$ cat config.mk
export PLATFORM = sky130hd
export DESIGN_NAME = multicycle_main_fsm
export DESIGN_NICKNAME = d
export VERILOG_FILES = /design/src/rtl/multicycle_main_fsm.sv
export SDC_FILE = /design/constraint.sdc
export NUM_CORES = 1
export LEC_CHECK = 0
export BUFFER_PORTS_ARGS = -buffer_cell sky130_fd_sc_hd__buf_2
export CAP_MARGIN = 40
export CORE_UTILIZATION = 30
export CTS_CLUSTER_DIAMETER = 150
export DETAILED_ROUTE_END_ITERATION = 10
export GPL_ROUTABILITY_DRIVEN = 1
export GPL_TIMING_DRIVEN = 0
export HOLD_SLACK_MARGIN = 0.06
export PLACE_DENSITY = 0.53
export SYNTH_ARGS = -nofsm -noshare
export SYNTH_HDL_FRONTEND = slang
export SYNTH_SLANG_ARGS = --single-unit
$ cat constraint.sdc
create_clock -name clk -period 2.69 [get_ports clk]
set_input_delay 0.1345 -clock clk [delete_from_list [all_inputs] [get_ports clk]]
set_output_delay 0.1345 -clock clk [all_outputs]
set_load 0.005 [all_outputs]
$ cat src/rtl/multicycle_main_fsm.sv
// Main control FSM for the multicycle RV32I core (lw, sw, R-type, I-type ALU,
// beq, jal). It steps the shared ALU, memory port, IR and register file one
// state per cycle, drives ALUOp into the ALU decoder and counts retired
// instructions.
//
// Optional build macro MEM_READY_EN: FETCH, MEMREAD and MEMWRITE wait for
// mem_ready. A wait that lasts MEM_TIMEOUT cycles is abandoned with a mem_err
// pulse and a return to FETCH. Without the macro every state lasts one cycle,
// mem_ready is ignored and mem_err is held at 0.
module multicycle_main_fsm #(
  parameter int INSTRET_W   = 32,
  parameter int MEM_TIMEOUT = 16
) (
  input  logic                 clk,
  input  logic                 reset,
  input  logic [6:0]           op,
  input  logic                 zero,
  input  logic                 mem_ready,
  output logic                 PCWrite,
  output logic                 AdrSrc,
  output logic                 MemWrite,
  output logic                 IRWrite,
  output logic                 RegWrite,
  output logic [1:0]           ResultSrc,
  output logic [1:0]           ALUSrcA,
  output logic [1:0]           ALUSrcB,
  output logic [1:0]           ALUOp,
  output logic                 illegal_op,
  output logic                 mem_err,
  output logic [INSTRET_W-1:0] instret
);

  localparam logic [3:0] S_FETCH    = 4'd0;
  localparam logic [3:0] S_DECODE   = 4'd1;
  localparam logic [3:0] S_MEMADR   = 4'd2;
  localparam logic [3:0] S_MEMREAD  = 4'd3;
  localparam logic [3:0] S_MEMWB    = 4'd4;
  localparam logic [3:0] S_MEMWRITE = 4'd5;
  localparam logic [3:0] S_EXECUTER = 4'd6;
  localparam logic [3:0] S_EXECUTEI = 4'd7;
  localparam logic [3:0] S_ALUWB    = 4'd8;
  localparam logic [3:0] S_BEQ      = 4'd9;
  localparam logic [3:0] S_JAL      = 4'd10;

  localparam logic [6:0] OP_LW  = 7'b0000011;
  localparam logic [6:0] OP_SW  = 7'b0100011;
  localparam logic [6:0] OP_R   = 7'b0110011;
  localparam logic [6:0] OP_I   = 7'b0010011;
  localparam logic [6:0] OP_BEQ = 7'b1100011;
  localparam logic [6:0] OP_JAL = 7'b1101111;

  logic [3:0] state;
  logic [3:0] state_next;
  logic [3:0] out_state;
  logic       retire;
  logic       op_legal;
  logic       mem_ok;
  logic       timeout;
  logic       pc_update;
  logic       branch;
  logic       ir_write_raw;
  logic       mem_write_raw;
  logic       reg_write_raw;

`ifdef MEM_READY_EN
  localparam int CNT_W = (MEM_TIMEOUT > 1) ? $clog2(MEM_TIMEOUT) : 1;

  logic [CNT_W-1:0] wait_cnt;
  logic             wait_state;

  assign mem_ok     = mem_ready;
  assign wait_state = (state == S_FETCH) || (state == S_MEMREAD) ||
                      (state == S_MEMWRITE);
  assign timeout    = wait_state && !mem_ready &&
                      (wait_cnt == CNT_W'(MEM_TIMEOUT - 1));

  // Count consecutive not-ready cycles of the current memory wait.
  always_ff @(posedge clk) begin
    if (reset) begin
      wait_cnt <= '0;
    end else if (wait_state && !mem_ready && !timeout) begin
      wait_cnt <= wait_cnt + CNT_W'(1);
    end else begin
      wait_cnt <= '0;
    end
  end
`else
  logic        unused_mem_ready;
  logic [31:0] unused_timeout_cfg;

  assign mem_ok             = 1'b1;
  assign timeout            = 1'b0;
  assign unused_mem_ready   = mem_ready;
  assign unused_timeout_cfg = 32'(MEM_TIMEOUT);
`endif

  // Opcodes this core implements; anything else is flagged in DECODE.
  always_comb begin
    case (op)
      OP_LW, OP_SW, OP_R, OP_I, OP_BEQ, OP_JAL: op_legal = 1'b1;
      default:                                  op_legal = 1'b0;
    endcase
  end

  // Next-state selection and detection of a retiring instruction.
  always_comb begin
    // NOTE: every combinational output gets a default first, so no path
    // through the case statement can leave it unassigned and infer a latch.
    state_next = state;
    retire     = 1'b0;
    case (state)
      S_FETCH: begin
        if (mem_ok)       state_next = S_DECODE;
        else if (timeout) state_next = S_FETCH;
      end
      S_DECODE: begin
        case (op)
          OP_LW, OP_SW: state_next = S_MEMADR;
          OP_R:         state_next = S_EXECUTER;
          OP_I:         state_next = S_EXECUTEI;
          OP_BEQ:       state_next = S_BEQ;
          OP_JAL:       state_next = S_JAL;
          default:      state_next = S_FETCH;
        endcase
      end
      S_MEMADR:   state_next = op[5] ? S_MEMWRITE : S_MEMREAD;
      S_MEMREAD: begin
        if (mem_ok)       state_next = S_MEMWB;
        else if (timeout) state_next = S_FETCH;
      end
      S_MEMWRITE: begin
        if (mem_ok) begin
          state_next = S_FETCH;
          retire     = 1'b1;
        end else if (timeout) begin
          state_next = S_FETCH;
        end
      end
      S_EXECUTER, S_EXECUTEI, S_JAL: state_next = S_ALUWB;
      S_MEMWB, S_ALUWB, S_BEQ: begin
        state_next = S_FETCH;
        retire     = 1'b1;
      end
      default: state_next = S_FETCH;
    endcase
  end

  // State register and retired-instruction counter.
  always_ff @(posedge clk) begin
    // NOTE: sequential state uses non-blocking assignments so every register
    // samples the pre-edge value of every other register.
    if (reset) begin
      state   <= S_FETCH;
      instret <= '0;
    end else begin
      state <= state_next;
      if (retire) instret <= instret + INSTRET_W'(1);
    end
  end

  // While reset is held the selects must already show their FETCH values,
  // even before the first reset edge has loaded the state register.
  assign out_state = reset ? S_FETCH : state;

  // Moore decode of datapath selects and raw (ungated) strobes.
  always_comb begin
    AdrSrc        = 1'b0;
    ResultSrc     = 2'b00;
    ALUSrcA       = 2'b00;
    ALUSrcB       = 2'b00;
    ALUOp         = 2'b00;
    pc_update     = 1'b0;
    branch        = 1'b0;
    ir_write_raw  = 1'b0;
    mem_write_raw = 1'b0;
    reg_write_raw = 1'b0;
    case (out_state)
      S_FETCH: begin
        ir_write_raw = mem_ok;
        pc_update    = mem_ok;
        ALUSrcB      = 2'b10;
        ResultSrc    = 2'b10;
      end
      S_DECODE: begin
        ALUSrcA = 2'b01;
        ALUSrcB = 2'b01;
      end
      S_MEMADR: begin
        ALUSrcA = 2'b10;
        ALUSrcB = 2'b01;
      end
      S_MEMREAD: AdrSrc = 1'b1;
      S_MEMWB: begin
        ResultSrc     = 2'b01;
        reg_write_raw = 1'b1;
      end
      S_MEMWRITE: begin
        AdrSrc        = 1'b1;
        mem_write_raw = mem_ok;
      end
      S_EXECUTER: begin
        ALUSrcA = 2'b10;
        ALUOp   = 2'b10;
      end
      S_EXECUTEI: begin
        ALUSrcA = 2'b10;
        ALUSrcB = 2'b01;
        ALUOp   = 2'b10;
      end
      S_ALUWB: reg_write_raw = 1'b1;
      S_BEQ: begin
        ALUSrcA = 2'b10;
        ALUOp   = 2'b01;
        branch  = 1'b1;
      end
      S_JAL: begin
        ALUSrcA   = 2'b01;
        ALUSrcB   = 2'b10;
        pc_update = 1'b1;
      end
      default: ;
    endcase
  end

  // Strobes are suppressed during reset so an abandoned instruction never
  // completes a partial write.
  assign PCWrite    = !reset && (pc_update || (branch && zero));
  assign IRWrite    = !reset && ir_write_raw;
  assign MemWrite   = !reset && mem_write_raw;
  assign RegWrite   = !reset && reg_write_raw;
  assign illegal_op = !reset && (state == S_DECODE) && !op_legal;
  assign mem_err    = !reset && timeout;

endmodule

==> flow_summary.ini, run 1 <==
[global_routing]
grt_max_degree = 12
grt_pass1_vias = 1962
grt_first_pass_wirelength_um = 9530
grt.overflow.total = 0
grt_usage_pct = 16.3
antenna_found_initial = 0

[finish]
final_area_mm2 = 0.00256
drive_above_1_share_pct = 24.1
final_net_count = 334
area_growth_pct = 22.1
antenna_cells = 0
mostFrequentLayoutCell = buf_2
mostFrequentLayoutCells = buf_2, dfxtp_1, nor2_1

[clock_network]
clkLatencyLatePin_ns = 0.29
cts_setup_buffers = 0
postCtsHoldBufs = 0
clkSinkCount = 36
cts_buffers = 5
clkSlewWorstSetupHoldPaths_ns = 0.07
cts_tree = built
clk_path_buf_depth = 2
cts_resized = 0
cts.htree.levels = 2
clockRootBuffer = clkbuf_8

[synthesis]
synth_compound_area_share_pct = 14.1
ys_warn_count = 0
syn-cell-area_mm2 = 0.00210
synth-adder-area-share_pct = 0.597
synth_cell_types = 42
ys_seq_area_share_pct = 34.4
synth_xor_area_share_pct = 4.18
synth_ff_type = dfxtp_1
synth_top_family_by_area = simple AND/OR/NAND/NOR gates
async_flop_share_pct = 0
ys_ff_latch = 36
synthMuxAreaShare_pct = 4.84
synth_nets = 273
synthCells = 261
avgSynthCellArea_um2 = 8.03
synth_edf_count = 0
yosys.area_share.simple_pct = 37.1

[routing]
routed_wl_um = 5730
dr.pass1.iters = 7
initialDrtViolationCount = 102
vias = 2159
routedWlPerCell_um = 14.2
drt-vias-per-instance = 5.36
ant_nets = 0
drc = 1

[min_path]
hold_path.class = primary input to register
whs_path_depth = 3

[power]
p_leak_uw = 0.00100
ir_worst_vdd_v = 0.000142
p_per_area_mw_per_mm2 = 394

[timing]
skew_ns = 0.00295
rsz0062_at_grt = no
fin_ws_ns = 0.438
worst_pin_slew_ns = 0.578
period_share_pct = 83.7
tns_ns = 0
relSlewSlack_pct = 61.2
timing.final.hold_violations = 0
drv_slew = 0
finalCriticalPeriod_ns = 2.25
max_freq_ghz = 0.444
setup-violations-final = 0

[worst_setup_path]
path_max_fanout = 10
worstSetupEndpointType = register
worstSetupStartpointType = register
crit_buf_inv = 1
slowest_delay_ns = 0.46
critical_path_class = register to register
crit_family = simple AND/OR/NAND/NOR gates
crit_required_ns = 2.91
critPathSlowestCell = xor2_1
path_cells = xor2_1, nand3_1, clkbuf_1, or4_1, a21oi_1
crit_arrival_ns = 2.47
crit_cells = 5
reg2reg_depth = 5

[die]
start_util_pct = 31.0
row_count = 30
pin_count = 58
dieArea_mm2 = 0.00732
core_area_mm2 = 0.00676
fp.dieH_um = 85.6
fp.dieW_um = 85.6

[run_status]
status = finished, violations left
failed_checks = DRC

[placement]
gp_congestion = 0.797
dpl_cell_area_mm2 = 0.00247
port_buffers = 54
dp_hpwl_um = 4140
pre_cts_slack_ns = 0.432

[job]
cap_violations = 0
[sequential cells by signal (all words and copies together) (netlist names)]
signal and count:
state 4, instret 32
[Yosys cell counts, drive strengths merged, types with 2 or more instances]
library cell	number	share of area [%]
xor2	7	2.9
and4	4	1.7
nand4	10	3.3
or3	7	2.1
o211ai	2	0.72
buf	4	1.4
nand2b	7	2.1
or4	13	4.7
clkbuf	14	2.5
o21ai	7	1.7
nand3	12	2.9
a21oi	23	5.5
mux2	9	4.8
nand2	15	2.7
o31ai	12	4.3
inv	4	0.72
xnor2	3	1.3
and3	4	1.2
or3b	2	0.84
nor3	5	1.2
dfxtp	36	34
nor2	25	4.5
nor2b	12	3.6
nor4	11	3.9
[per-stage QoR]
| step | hold WS [ns] | util [%] | power, uW | instances |
|---|---|---|---|---|
| 2_1_floorplan | 0.312 | - | 588 | 261 |
| 3_3_place_gp | 0.475 | 36.5 | 615 | 395 |
| 3_5_place_dp | 0.473 | 36.5 | 615 | 395 |
| 4_1_cts | 0.161 | 37.9 | 1020 | 403 |
| 5_1_grt | 0.165 | 37.9 | 1060 | 403 |
| 6_report | 0.166 | 37.9 | 1010 | 403 |
[path summary, 6_finish.rpt]
| kind | startpoint | endpoint | slack (ns) |
|---|---|---|---|
| worst max-delay path | state[2] | instret[24] | 0.44 |
| worst min-delay path | op[4] | state[2] | 0.17 |
| worst max register to register | state[2] | instret[24] | 0.44 |
| worst min register to register | instret[23] | instret[23] | 0.50 |
[where the power goes]
part | switching (uW) | internal [uW]
combinational | 41.9 | 25.6
sequential | 1.28 | 534
clock | 201 | 204
total | 244 | 764
[routing by layer]
| layer | GRT usage (%) | part of all wire, % | up-vias |
|---|---|---|---|
| met4 | 4.39 | 0.61 | 0 |
| li1 | - | - | 1082 |
| met3 | 3.75 | 4.1 | 4 |
| met1 | 22.5 | 49 | 1024 |
| met2 | 25.4 | 46 | 49 |
| met5 | 0 | 0 | - |
[worst register-to-register path: cells and delay by family, from the launching register on]
kind            cells  cell delay (ns)
flops               1             0.45
compound gates      1             0.15
simple gates        2             0.78
xor+xnor            1             0.46
buf+inv             1             0.34
[kinds of logic (layout without fill, tap and decap cells)]
logic type / after synthesis / count (layout)
other: 1 / 1
and+or+nand+nor: 133 / 133
buffers and inverters: 22 / 84
adders and majority gates: 1 / 1
DFF: 36 / 36
xor gates and xnor gates: 10 / 10
muxes: 9 / 9
AOI/OAI and AO/OA: 49 / 49
[cell type report]
| class | instances | area, um^2 |
|---|---|---|
| clock buffer | 6 | 82.6 |
| timing repair buffer | 54 | 270 |
| clock inverter | 2 | 10.0 |
| tap | 80 | 100 |
| inverter | 4 | 15.0 |
| sequential | 36 | 721 |
| buffer | 18 | 81.3 |
| multi-input combinational | 203 | 1280 |
| fill | 750 | 4200 |
Note: power is estimated with default switching activity, not from simulation.
==> run 2: changes to the inputs <==
--- a/config.mk
+++ b/config.mk
@@ -13,7 +13,7 @@
 export GPL_ROUTABILITY_DRIVEN = 1
 export GPL_TIMING_DRIVEN = 0
 export HOLD_SLACK_MARGIN = 0.06
-export PLACE_DENSITY = 0.53
+export PLACE_DENSITY = 0.55
 export SYNTH_ARGS = -nofsm -noshare
 export SYNTH_HDL_FRONTEND = slang
 export SYNTH_SLANG_ARGS = --single-unit
==> constraint.sdc (replaced) <==
create_clock -name clk -period 1.8 [get_ports clk]
set_input_delay 0.09 -clock clk [delete_from_list [all_inputs] [get_ports clk]]
set_output_delay 0.09 -clock clk [all_outputs]
set_load 0.005 [all_outputs]
==> run 2 against run 1 <==
Final area up 24%. Wire length rose by 11%. Register-to-register slack worse by 0.54 ns. Highest routed layer unchanged. The run ends with setup timing left. Critical path type unchanged.
==> flow_summary.ini, run 2 (synthesized netlist as in run 1, its figures left out) <==
[routing]
drt-vias-per-instance = 5.41
ant_nets = 0
vias = 2316
dr.pass1.iters = 6
routedWlPerCell_um = 14.9
drc = 0
routed_wl_um = 6360
initialDrtViolationCount = 93

[global_routing]
antenna_found_initial = 0
grt_pass1_vias = 2077
grt_max_degree = 12
grt_first_pass_wirelength_um = 9990
grt.overflow.total = 0
grt_usage_pct = 16.9

[finish]
mostFrequentLayoutCell = buf_2
reg_top3 = instret: 32 flops, state: 4 flops
largest_reg_flops = 32
antenna_cells = 0
drive_above_1_share_pct = 48.3
area_growth_pct = 51.8
final_net_count = 359
top_register = instret
final_area_mm2 = 0.00318
fin_util_pct = 47.1
mostFrequentLayoutCells = buf_2, nor2_1, buf_4
num-fill-cells = 675

[placement]
dpl_cell_area_mm2 = 0.00249
pre_cts_slack_ns = -0.413
port_buffers = 54
dp_hpwl_um = 4170
gp_congestion = 0.818

[die]
row_count = 30
start_util_pct = 31.0
core_area_mm2 = 0.00676
fp.dieH_um = 85.6
pin_count = 58
dieArea_mm2 = 0.00732
fp.dieW_um = 85.6

[clock_network]
clk_path_buf_depth = 2
clkSlewWorstSetupHoldPaths_ns = 0.07
cts.htree.levels = 2
cts_buffers = 5
clkLatencyLatePin_ns = 0.29
cts_tree = built
clkSinkCount = 36
clockRootBuffer = clkbuf_8

[worst_setup_path]
critical_path_class = register to register
path_max_fanout = 7
critPathSlowestCell = or4_4
crit_arrival_ns = 2.12
worstSetupStartpointType = register
worstSetupEndpointType = register
crit_required_ns = 2.02
crit_top_cell = buf_6
reg2reg_depth = 7
path_cells = nand2_1, or4_4, buf_6, buf_8, buf_6, or3_1, a21oi_2
slowest_delay_ns = 0.55

[timing]
drv_slew = 0
period_share_pct = 106
tns_ns = -0.381
setup-violations-final = 9
skew_ns = 0.00869
rsz0062_at_grt = yes
relSlewSlack_pct = 59.8
timing.final.hold_violations = 0
finalCriticalPeriod_ns = 1.90
max_freq_ghz = 0.526
worst_pin_slew_ns = 0.603
fin_ws_ns = -0.102

[run_status]
status = finished, violations left
failed_checks = setup timing

[power]
ir_worst_vdd_v = 0.000218
p_per_area_mw_per_mm2 = 484
p_leak_uw = 0.00130

[min_path]
whs_path_depth = 3
hold_path.class = primary input to register

[job]
cap_violations = 0
-- run 2: changes by cell type in the layout (fill, tap and decap cells not counted), sizes merged --
| cell | previous run | this run |
|---|---|---|
| buf | 58 | 88 |
| clkbuf | 20 | 17 |
| clkinv | 2 | 0 |
-- run 2: path summary, 6_finish.rpt --
check                            startpoint          end  slack (ns)
worst max register to register  instret[15]  instret[17]       -0.10
worst min register to register   instret[3]   instret[3]        0.50
worst max-delay path            instret[15]  instret[17]       -0.10
worst min-delay path                  op[4]     state[2]        0.13
-- run 2: timing repair --
action	in CTS	in global routing
resized for setup	43	65
cloned	1	0
pin swaps	15	20
setup endpoints to repair	30	25
hold buffers	0	0
setup buffers	17	13
-- run 2: final cells by class --
cell class | instances | area [um^2] | share of cell area (%)
multi-input cells | 203 | 1570 | 49.4
plain buffers | 17 | 121 | 3.82
clock buffers | 8 | 100 | 3.15
repair buffers | 80 | 495 | 15.6
well taps | 80 | 100 | 3.15
inverters | 4 | 15.0 | 0.472
flip-flops and latches | 36 | 778 | 24.5
-- run 2: stage by stage --
stage | instances | power [uW] | hold WS (ns)
after floorplan | 261 | 875 | 0.267
after global placement | 395 | 915 | 0.429
after detailed placement | 395 | 916 | 0.429
after CTS | 419 | 1550 | 0.116
after global routing | 428 | 1610 | 0.130
final | 428 | 1540 | 0.127
-- run 2: metal layers --
layer  vias up  global-route usage [%]  part of all wire [%]
met5         -                       0                     0
met4         0                    4.55                   1.3
met3         9                    3.85                   4.4
met2        57                    27.9                    48
met1      1117                    22.3                    46
li1       1133                       -                     -
-- run 2: power by group --
group,switching (uW),leakage [uW],internal (uW)
clock network,295,0.0000515,350
logic,66.4,0.000942,46.0
registers,2.59,0.000305,780
total,364,0.00130,1180
-- run 2: critical path: cells and delay by family, from the launching register on --
family                 cells  cell delay, ns
and+or+nand+nor            3            0.91
buffers and inverters      3            0.41
DFF                        1            0.38
AOI/OAI and AO/OA          1            0.12
==> run 3: changes to the inputs <==
==> config.mk (replaced) <==
export PLATFORM = sky130hd
export DESIGN_NAME = multicycle_main_fsm
export DESIGN_NICKNAME = d
export VERILOG_FILES = /design/src/rtl/multicycle_main_fsm.sv
export SDC_FILE = /design/constraint.sdc
export NUM_CORES = 1
export LEC_CHECK = 0
export CAP_MARGIN = 40
export CORE_UTILIZATION = 30
export CTS_CLUSTER_DIAMETER = 150
export DETAILED_ROUTE_END_ITERATION = 10
export DONT_BUFFER_PORTS = 1
export GPL_ROUTABILITY_DRIVEN = 1
export GPL_TIMING_DRIVEN = 0
export HOLD_SLACK_MARGIN = 0.06
export PLACE_DENSITY = 0.47
export SYNTH_ARGS = -nofsm -noshare
export SYNTH_HDL_FRONTEND = slang
export SYNTH_SLANG_ARGS = --single-unit
==> run 3 against run 2 <==
The run still ends with setup timing left. First-iteration DRC count down 47%. Global-route usage up 0.44 points. Via count is 9.9% lower. Sequential power barely moved. Wire length shrank 0.58%. Register-to-register slack lost 0.03 ns. Flip-flop and latch count is the same. Clock power shrank 4.0%. Utilization shrank 5.3 points. Clock-buffer cell count unchanged. Non-clock buffer count down 60. Maximum frequency fell by 1.5%. Critical path type unchanged. Critical endpoint unchanged.
==> flow_summary.ini, run 3 (synthesized netlist as in run 1, its figures left out) <==
[worst_setup_path]
crit_buf_inv = 2
slowest_delay_ns = 0.57
path_max_fanout = 7
crit_cells = 6
reg2reg_depth = 6
crit_required_ns = 2.02
crit_arrival_ns = 2.15
worstSetupStartpointType = register
path_cells = nand4_1, or4_4, buf_8, buf_12, or3_1, a21oi_1
crit_family = simple AND/OR/NAND/NOR gates
critical_path_class = register to register
worstSetupEndpointType = register
critPathSlowestCell = or4_4

[power]
p_per_area_mw_per_mm2 = 533
ir_worst_vdd_v = 0.000263
p_leak_uw = 0.000968

[finish]
area_growth_pct = 34.6
antenna_cells = 0
mostFrequentLayoutCells = nor2_1, a21oi_1, nand2_1, dfxtp_1
drive_above_1_share_pct = 30.2
final_cells = 368
num-fill-cells = 695
final_area_mm2 = 0.00282
top_register = instret
fin_util_pct = 41.8
final_net_count = 299
multi_input_area_mm2 = 0.00153
seqCellArea_um2 = 774
reg_top3 = instret: 32 flops, state: 4 flops
mostFrequentLayoutCell = nor2_1
largest_reg_flops = 32

[placement]
gp_congestion = 0.752
dpl_cell_area_mm2 = 0.00222
place_inst = 341
port_buffers = 0
dp_hpwl_um = 4150

[die]
fp.dieH_um = 85.6
dieArea_mm2 = 0.00732
pin_count = 58
fp.dieW_um = 85.6
row_count = 30
start_util_pct = 31.0
core_area_mm2 = 0.00676

[min_path]
hold_path.class = primary input to register
whs_path_depth = 3

[routing]
routed_wl_um = 6330
route.met3.wl_um = 304
ant_nets = 0
wl_met1_um = 2960
routedWlPerCell_um = 17.2
wl_met2_um = 2990
routed.top_layer = met4
vias = 2087
initialDrtViolationCount = 49
dr.pass1.iters = 4
drc = 0
drt-vias-per-instance = 5.67

[run_status]
failed_checks = setup timing
status = finished, violations left

[global_routing]
grt_pass1_vias = 1966
grt.overflow.total = 0
grt_first_pass_wirelength_um = 10100
antenna_found_initial = 0
grt_usage_pct = 17.4
grt_max_degree = 11

[clock_network]
cts.htree.levels = 2
clkLatencyLatePin_ns = 0.29
clkSinkCount = 36
clk_path_buf_depth = 2
cts_buffers = 5
clockRootBuffer = clkbuf_8
cts_tree = built
clkSlewWorstSetupHoldPaths_ns = 0.08

[timing]
skew_ns = 0.00854
max_freq_ghz = 0.518
relSlewSlack_pct = 61.7
setup-violations-final = 10
period_share_pct = 107
rsz0062_at_grt = yes
timing.final.hold_violations = 0
fin_ws_ns = -0.132
worst_pin_slew_ns = 0.574
drv_slew = 0
finalCriticalPeriod_ns = 1.93
hold_slack_ns = 0.0772

[job]
cap_violations = 0
==> run 3: cell types whose count changed in the layout (fill, tap and decap cells not counted), sizes merged <==
cell	delta
buf	-70
clkbuf	+2
dlygate4sd3	+8
==> run 3: path summary, 6_finish.rpt <==
path | endpoint | from | slack [ns]
setup / recovery | instret[17] | instret[14] | -0.13
hold / removal | state[0] | op[6] | 0.08
setup reg to reg | instret[17] | instret[14] | -0.13
hold reg to reg | instret[3] | instret[3] | 0.50
==> run 3: per-layer routing <==
metal | global-route usage [%] | vias up
met1 | 20.7 | 1015
met5 | 0 | -
met2 | 29.9 | 42
li1 | - | 1022
met3 | 5.58 | 8
met4 | 5.15 | 0
==> run 3: final cells by class <==
| class | count | area share, % |
|---|---|---|
| Buffer | 16 | 3.99 |
| Clock buffer | 8 | 3.19 |
| Inverter | 4 | 0.532 |
| Multi-Input combinational cell | 203 | 54.1 |
| Sequential cell | 36 | 27.5 |
| Tap cell | 80 | 3.55 |
| Timing Repair Buffer | 21 | 7.14 |
==> run 3: power breakdown <==
group	switching [uW]	total, uW	internal (uW)
clock network	306	619	313
registers	2.70	784	782
logic	60.0	100	40.1
==> run 3: worst register-to-register path: stages, from the launching register on <==
cell and delay (ns):
dfxtp_2 0.39, nand4_1 0.15, or4_4 0.57, buf_8 0.17, buf_12 0.13, or3_1 0.31, a21oi_1 0.14
==> run 3: stage by stage <==
step           setup WS (ns)  TNS (ns)  total power [uW]
5_1_grt               -0.184     -1.67              1560
4_1_cts               -0.229     -1.82              1510
6_report              -0.132    -0.939              1500
3_5_place_dp          -0.387     -4.79               896
3_3_place_gp          -0.426     -4.82               895
2_1_floorplan         -0.115    -0.306               875
==> run 3: repair_timing <==
action                                  CTS  global route
buffers inserted                         10             3
hold buffers                              8             0
resized for setup                        56            27
hold endpoints to repair                  4             0
endpoints found under the setup margin   27            23
pin swaps                                14            18
